--- src/rtl/fib_pkg.sv ---
// Shared definitions for the iterative Fibonacci engine: FSM encoding and default widths.
package fib_pkg;

    localparam int unsigned DEF_N_W   = 5;
    localparam int unsigned DEF_ANS_W = 121;

    typedef logic [1:0] state_t;

    localparam state_t IDLE = 2'd0;
    localparam state_t CALC = 2'd1;
    localparam state_t DONE = 2'd2;

endpackage

--- src/rtl/fib_datapath.sv ---
// Fibonacci pair registers with sticky overflow tracking and an iteration down-counter.
module fib_datapath
    import fib_pkg::*;
#(
    parameter int unsigned N_W   = DEF_N_W,
    parameter int unsigned ANS_W = DEF_ANS_W
) (
    input  logic             clk,
    input  logic             reset,
    input  logic             load,
    input  logic             step,
    input  logic [N_W-1:0]   n_in,
    output logic [ANS_W-1:0] a,
    output logic             a_ovf,
    output logic             cnt_zero
);

    logic [ANS_W-1:0] a_q, a_d;
    logic [ANS_W-1:0] b_q, b_d;
    logic             a_ovf_q, a_ovf_d;
    logic             b_ovf_q, b_ovf_d;
    logic [N_W-1:0]   cnt_q, cnt_d;
    logic [ANS_W:0]   sum;

    assign sum = {1'b0, a_q} + {1'b0, b_q};

    always_comb begin
        a_d     = a_q;
        b_d     = b_q;
        a_ovf_d = a_ovf_q;
        b_ovf_d = b_ovf_q;
        cnt_d   = cnt_q;
        if (load) begin
            a_d     = '0;
            b_d     = {{(ANS_W-1){1'b0}}, 1'b1};
            a_ovf_d = 1'b0;
            b_ovf_d = 1'b0;
            cnt_d   = n_in;
        end else if (step) begin
            // Overflow follows the value: a inherits b's flag, b collects both plus the carry.
            a_d     = b_q;
            b_d     = sum[ANS_W-1:0];
            a_ovf_d = b_ovf_q;
            b_ovf_d = a_ovf_q | b_ovf_q | sum[ANS_W];
            cnt_d   = cnt_q - 1'b1;
        end
    end

    always_ff @(posedge clk) begin
        if (!reset) begin
            a_q     <= '0;
            b_q     <= '0;
            a_ovf_q <= 1'b0;
            b_ovf_q <= 1'b0;
            cnt_q   <= '0;
        end else begin
            a_q     <= a_d;
            b_q     <= b_d;
            a_ovf_q <= a_ovf_d;
            b_ovf_q <= b_ovf_d;
            cnt_q   <= cnt_d;
        end
    end

    assign a        = a_q;
    assign a_ovf    = a_ovf_q;
    assign cnt_zero = (cnt_q == '0);

endmodule

--- src/rtl/fib_iter_core.sv ---
// Iterative Fibonacci engine: start edge detection, control FSM and registered result outputs.
module fib_iter_core
    import fib_pkg::*;
#(
    parameter int unsigned N_W   = DEF_N_W,
    parameter int unsigned ANS_W = DEF_ANS_W
) (
    input  logic             clk,
    input  logic             reset,
    input  logic             start,
    input  logic [N_W-1:0]   n,
    output logic             busy,
    output logic             done,
    output logic [ANS_W-1:0] ans,
    output logic             ovf
);

    state_t           state_q, state_d;
    logic             start_q;
    logic             arm_q, arm_d;
    logic             busy_q, busy_d;
    logic             done_q, done_d;
    logic             ovf_q, ovf_d;
    logic [ANS_W-1:0] ans_q, ans_d;

    logic             accept;
    logic             dp_load;
    logic             dp_step;
    logic [ANS_W-1:0] dp_a;
    logic             dp_a_ovf;
    logic             dp_cnt_zero;

    // arm_q blocks a start that was already high across reset release until it has been seen low.
    assign accept = start & ~start_q & arm_q;
    assign arm_d  = arm_q | ~start;

    always_comb begin
        state_d = state_q;
        busy_d  = busy_q;
        done_d  = done_q;
        ovf_d   = ovf_q;
        ans_d   = ans_q;
        dp_load = 1'b0;
        dp_step = 1'b0;
        case (state_q)
            IDLE, DONE: begin
                if (accept) begin
                    state_d = CALC;
                    busy_d  = 1'b1;
                    done_d  = 1'b0;
                    ovf_d   = 1'b0;
                    ans_d   = '0;
                    dp_load = 1'b1;
                end
            end
            CALC: begin
                if (dp_cnt_zero) begin
                    state_d = DONE;
                    busy_d  = 1'b0;
                    done_d  = 1'b1;
                    ans_d   = dp_a;
                    ovf_d   = dp_a_ovf;
                end else begin
                    dp_step = 1'b1;
                end
            end
            default: state_d = IDLE;
        endcase
    end

    always_ff @(posedge clk) begin
        if (!reset) begin
            state_q <= IDLE;
            start_q <= 1'b0;
            arm_q   <= 1'b0;
            busy_q  <= 1'b0;
            done_q  <= 1'b0;
            ovf_q   <= 1'b0;
            ans_q   <= '0;
        end else begin
            state_q <= state_d;
            start_q <= start;
            arm_q   <= arm_d;
            busy_q  <= busy_d;
            done_q  <= done_d;
            ovf_q   <= ovf_d;
            ans_q   <= ans_d;
        end
    end

    fib_datapath #(
        .N_W   (N_W),
        .ANS_W (ANS_W)
    ) u_datapath (
        .clk      (clk),
        .reset    (reset),
        .load     (dp_load),
        .step     (dp_step),
        .n_in     (n),
        .a        (dp_a),
        .a_ovf    (dp_a_ovf),
        .cnt_zero (dp_cnt_zero)
    );

    assign busy = busy_q;
    assign done = done_q;
    assign ans  = ans_q;
    assign ovf  = ovf_q;

endmodule
--- config.mk ---
export PLATFORM = sky130hd
export DESIGN_NAME = fib_iter_core
export DESIGN_NICKNAME = d
export VERILOG_FILES = /design/src/rtl/fib_pkg.sv /design/src/rtl/fib_datapath.sv /design/src/rtl/fib_iter_core.sv
export SDC_FILE = /design/constraint.sdc
export NUM_CORES = 1
export LEC_CHECK = 0
export CAP_MARGIN = 0
export CORE_UTILIZATION = 37
export CTS_BUF_LIST = sky130_fd_sc_hd__clkbuf_2 sky130_fd_sc_hd__clkbuf_4 sky130_fd_sc_hd__clkbuf_8
export CTS_CLUSTER_SIZE = 25
export DETAILED_ROUTE_END_ITERATION = 16
export GPL_TIMING_DRIVEN = 1
export PLACE_DENSITY = 0.67
export SYNTH_ARGS = -nofsm -noshare
export SYNTH_HDL_FRONTEND = slang
export SYNTH_SLANG_ARGS = --single-unit
--- constraint.sdc ---
create_clock -name clk -period 3.5 [get_ports clk]
set_clock_uncertainty 0.2 [all_clocks]
set_input_delay 0.7 -clock clk [delete_from_list [all_inputs] [get_ports clk]]
set_output_delay 0.7 -clock clk [all_outputs]
set_load 0.05 [all_outputs]
After elaboration in Yosys (flattened, before gate mapping)
Cells that the tools add are included.
{"block": "word_totals", "ff_bits": 377, "input_bits": 8}
{"block": "op_classes", "add_sub_neg": 2, "n_eq_ne": 4, "mux": 22, "bitwise_logic": 8, "reduce_logical": 8}
{"operator": "2-to-1 mux 121 bit", "count": 2}
{"operator": "case mux 121 bit (2 select lines)", "count": 1}
{"operator": "adder 121 x 121 -> 122 bit", "count": 1}
{"operator": "2-to-1 mux 1 bit", "count": 11}
{"operator": "2-to-1 mux 5 bit", "count": 2}
{"operator": "case mux 1 bit (2 select lines)", "count": 3}
{"operator": "logical NOT 5 bit", "count": 1}
{"operator": "subtractor 5 x 1 -> 5 bit, second input constant", "count": 1}
{"operator": "2-to-1 mux 2 bit", "count": 2}
{"operator": "!= test 2 bit, second input constant", "count": 2}
{"operator": "case mux 2 bit (2 select lines)", "count": 1}
{"operator": "nonzero test 2 bit", "count": 2}
{"operator": "OR reduction 2 bit", "count": 2}
{"operator": "NOT 1 bit", "count": 3}
{"operator": "OR 1 bit", "count": 3}
{"operator": "AND reduction 3 bit", "count": 1}
{"operator": "AND 1 bit", "count": 2}
{"operator": "equality test 2 x 1 -> 1 bit, second input constant", "count": 1}
{"operator": "equality test 2 bit, second input constant", "count": 1}
{"operator": "logical NOT 2 bit", "count": 1}
{"operator": "AND reduction 2 bit", "count": 1}

Depth between registers and ports, before layout
{"block": "depth", "word_depth": 6, "mapped_depth": 13}

Modules after synthesis
Synthesis repeated with hierarchy kept, for this count alone.
{"block": "hier_totals", "hier_cells": 2722, "hier_area_um2": 22161.3}
{"mod": "fib_datapath", "instances": 1, "cells_per_inst": 2141, "area_per_inst_um2": 16849.9, "seq_area_each_um2": 4984.8}
{"mod": "fib_iter_core", "instances": 1, "cells_per_inst": 581, "area_per_inst_um2": 5311.3, "seq_area_each_um2": 2562.5}

Worst setup path before layout
Ideal clock, no wire load.
{"block": "synth_path", "kind": "register to register", "start": "register u_datapath.a_q[0], in the netlist u_datapath.a[0]", "end": "register u_datapath.b_q[80]", "setup_ns": 0.124, "arrival_time_ns": 3.049, "required_ns": 3.176, "setup_slack_ns": 0.127, "path_stages_with_launch": 14, "path_buffers": 0, "synth_period_minus_slack_ns": 3.373, "cell_sequence": "dfxtp_1 -> ha_1 -> fa_1 -> a21o_1 -> a221oi_2 -> a22o_1 -> nor3_2 -> o21ai_0 -> a21oi_2 -> a211oi_2 -> o21ai_1 -> a221oi_1 -> xor2_1 -> o21ai_1"}
{"block": "synth_between", "elab_chain_cells": 1}
{"item": "start: declaration", "line_no": "fib_datapath.sv:18", "source": "logic [ANS_W-1:0] a_q, a_d;"}
{"item": "start signal: assignment", "line_no": "fib_datapath.sv:51", "source": "a_q <= '0;"}
{"item": "start signal: assignment", "line_no": "fib_datapath.sv:57", "source": "a_q <= a_d;"}
{"item": "adder 121 x 121 -> 122 bit", "line_no": "fib_datapath.sv:25", "source": "assign sum = {1'b0, a_q} + {1'b0, b_q};"}
{"item": "end signal: assignment", "line_no": "fib_datapath.sv:52", "source": "b_q <= '0;"}
{"item": "end signal: assignment", "line_no": "fib_datapath.sv:58", "source": "b_q <= b_d;"}
{"item": "end: declaration", "line_no": "fib_datapath.sv:19", "source": "logic [ANS_W-1:0] b_q, b_d;"}
Every way passes these cells.
A chain may end at the register's enable or synchronous reset.

Worst setup path in the final report
{"block": "layout_path", "start": "register u_datapath.a_q[1], in the netlist u_datapath.a[1]", "end": "register u_datapath.b_q[110]"}
The elaborated chain is that of the path after synthesis.

==> results_dict.tcl <==
set metrics [dict create \
    drc 0 \
    synth_cells 2596 \
    num_rows 85 \
    crit_slowest_cell "fa_2" \
    ios 132 \
    synth-compound-area-share_pct 28.00 \
    synthXorXnorAreaFrac_pct 4.430 \
    nNetsFinal 3018 \
    p_leak_nw 10.22 \
    place_ws_ns -0.2920 \
    power-per-cell-area_nw_per_um2 360.9 \
    synth-simple-area-share_pct 18.40 \
    die_h_um 236.6 \
    yosys.area.top_type "dfxtp_1" \
    seqPwrFrac_pct 46.1 \
    worstMarginPinSlew_ns 0.9496 \
    cp.arrival_ns 3.82 \
    slew_viol_final 0 \
    grt_pass1_vias 19276 \
    grt_use_total_pct 22.81 \
    numCtsBuffers 69 \
    ys_seq_area_share_pct 37.06 \
    antenna_found_initial 1 \
    whs_path_depth 2 \
    crit_chain "buf_4 -> fa_2 -> a21o_1 -> a221oi_2 -> buf_4 -> a221oi_2 -> nor3_4 -> a2111oi_4 -> buf_4 -> o21ai_4 -> nand3_2 -> and3_4 -> o21a_1 -> or3_1 -> a32o_1" \
    clk_latency_ns 0.67 \
    syn_area_per_cell_um2 7.845 \
    required_ns 3.87 \
    core_area_um2 54130 \
    vias_per_cell 5.457 \
    vias 19829 \
    final_layout_size_suffix_gt1_share_pct 16.59 \
    fin_util_pct 47.98 \
    place.port_buffers 131 \
    hold_class "reg2reg" \
    critPathMostFrequentCell "buf_4" \
    start_kind "register" \
    crit_family "compound AO/OA/AOI/OAI gates" \
    grt-ovfl-total 0 \
    status "finished, final reports clean" \
    synth_top_area_share_pct 37.06 \
    max_clock_freq_ghz 0.2903 \
    synth.area.top_cells "dfxtp_1, nand2_1, a21oi_1" \
    path_clk_slew_ns 0.06 \
    r2r_setup_slack_ns 0.05 \
    synth_area_um2 20360 \
    yosysUniqueCellTypes 72 \
    grt_pass1_wl_mm 103.3 \
    use_met3_pct 3.264 \
    dr.pass1.iters 8 \
    pwr-share-clk_pct 50.3 \
    synth_mux_area_share_pct 0.1966 \
    worst_slack_ns 0.05473 \
    grtUsageMet1_pct 30.64 \
    rr_worst_depth 15 \
    dp_hpwl_mm 48.90 \
    synth-edff-count 0 \
    ant_nets 0 \
    r2r-end "u_datapath.b_q[110]$_SDFFE_PP0P_" \
    crit_path_end_kind "register" \
    tritoncts "yes" \
    die_area_um2 55980 \
    p_int_w 0.007160 \
    finalSetupViolations 0 \
    die-width_um 236.6 \
    drt_iter0_markers 1480 \
    synth_fa_ha_area_share_pct 7.655 \
    synth_top_family_by_area "compound AO/OA/AOI/OAI gates" \
    wl_mm 64.96 \
    root_buffer "clkbuf_8" \
    synthArstFlopShare_pct 0 \
    r2r-start "u_datapath.a[1]$_SDFFE_PP0P_" \
    rsz0062_at_grt "true" \
    ir_worst_vdd_v 0.0002654 \
    period_share_pct 98.44 \
    hp-start "busy$_SDFFE_PN0P_" \
    synth_nets 2728 \
    pwr-share-comb_pct 3.6 \
    mostFrequentLayoutCells "nand2_1, dfxtp_1, a21oi_1" \
    slowest_delay_ns 0.39 \
    grt_max_degree 104 \
    cp_num_buf_inv 3 \
    clock_path_buffers 3 \
    critPathMaxFanout 3 \
    synth_warnings 0 \
    maxSlewHeadroom_pct 36.55 \
    top_usage_layer "met2" \
    synth_flop_cell "dfxtp_1" \
    drv_cap 0 \
    hold_viol 0 \
    period_needed_ns 3.445 \
    worstHoldEndpoint "busy$_SDFFE_PN0P_" \
    wire_per_inst_um 17.88 \
    netSwitchingPower_w 0.002213 \
    h-tree-depth 3 \
    place_congestion 0.9532 \
    ctsHoldBuffers 0 \
    met2_usage_pct 37.39 \
    final_common_cell "nand2_1" \
    swShare_pct 23.61 \
    syn2layout_area_growth_pct 27.53 \
    ys_ff_latch 377 \
    clock_sinks 377 \
    path_class "reg2reg" \
    start_util_pct 37.62 \
]
[power groups by stage]
stage	logic, W	registers, W	clock network [W]
2_1_floorplan	0.000198	0.00441	0
3_3_place_gp	0.000335	0.00441	0
3_5_place_dp	0.000342	0.00441	0
4_1_cts	0.000343	0.00432	0.00483
5_1_grt	0.000369	0.00432	0.00505
6_report	0.000341	0.00432	0.00471
[worst max-delay path by stage]
stage / startpoint / to / slack [ns] / depth (start not counted)
CTS: u_datapath.a[1]$_SDFFE_PP0P_ / u_datapath.b_q[110]$_SDFFE_PP0P_ / -0.05 / 15
global route: u_datapath.a[1]$_SDFFE_PP0P_ / u_datapath.b_q[110]$_SDFFE_PP0P_ / -0.08 / 15
global placement: u_datapath.a[62]$_SDFFE_PP0P_ / u_datapath.b_q[113]$_SDFFE_PP0P_ / -0.32 / 13
detailed placement: u_datapath.a[62]$_SDFFE_PP0P_ / u_datapath.b_q[113]$_SDFFE_PP0P_ / -0.29 / 13
floorplan: u_datapath.a[0]$_SDFFE_PP0P_ / u_datapath.b_q[80]$_SDFFE_PP0P_ / 0.13 / 13
finish: u_datapath.a[1]$_SDFFE_PP0P_ / u_datapath.b_q[110]$_SDFFE_PP0P_ / 0.05 / 15
[synth_stat cells (all sizes together) (4+ instances only)]
cell	number
nand3	22
nor2b	10
o311a	4
o21ai	161
o211ai	13
ha	123
buf	8
and3	11
nand4	75
a221oi	6
xnor2	51
a31oi	12
or4	4
or2	5
a22o	131
nand2b	13
and2	7
o221ai	6
nand2	536
a21boi	12
or3	15
nor2	115
o21bai	30
inv	50
a21o	58
o211a	5
xor2	52
nor3	33
a21oi	380
clkbuf	171
dfxtp	377
o31ai	12
a211o	4
a211oi	14
o21a	21
mux2i	4
nor4	9
[sequential cells by signal, indices dropped and copies added, names as in the netlist, 2 cells and up]
signal and count:
ans 121, state_q 2, u_datapath.a 121, u_datapath.b_q 121
u_datapath.cnt_q 5
[worst register-to-register path: cells and delay by family, from the launching register on]
kind | cells | cell delay, ns
AOI/OAI and AO/OA | 7 | 1.13
adders and majority gates | 1 | 0.39
buffers and inverters | 3 | 0.48
DFF | 1 | 0.31
and+or+nand+nor | 4 | 0.85
[cell families after synthesis]
kind of cell / Yosys count
xor gates and xnor gates: 103
adders and majority gates: 124
muxes: 4
buffers and inverters: 229
DFF: 377
and+or+nand+nor: 863
AOI/OAI and AO/OA: 896
[layout make-up]
cell class	instances	area [µm²]
Antenna cell	2	5.005
Tap cell	696	870.8
Timing Repair Buffer	398	3415
Clock inverter	19	240.2
Clock buffer	102	1310
Fill cell	5224	28160
Sequential cell	377	7557
Multi-Input combinational cell	1990	12390
Inverter	50	187.7
[repair_timing]
item,4_1_cts,5_1_grt
gates cloned,0,0
buffers inserted,5,5
setup endpoints to repair,36,51
pin swaps,10,31
resized for setup,18,78
[routing by layer]
metal	vias to the layer above	share of wire [%]
met3	92	4.8
met2	545	46
met5	-	0
li1	9841	-
met1	9351	47
met4	0	2.2
[stage by stage]
stage / instance area, µm² / TNS, ns / hold WS (ns) / total power (W) / instances
3_3_place_gp: 23950 / -2.584 / 0.2432 / 0.004743 / 3503
2_1_floorplan: 20360 / 0 / 0.2316 / 0.004609 / 2596
4_1_cts: 25610 / -0.1024 / 0.2592 / 0.009487 / 3628
6_report: 25970 / 0 / 0.2543 / 0.009373 / 3634
5_1_grt: 25970 / -0.4996 / 0.2722 / 0.009739 / 3633
3_5_place_dp: 23950 / -3.271 / 0.2440 / 0.004751 / 3503
No activity file was read; power rests on OpenSTA's default activity.
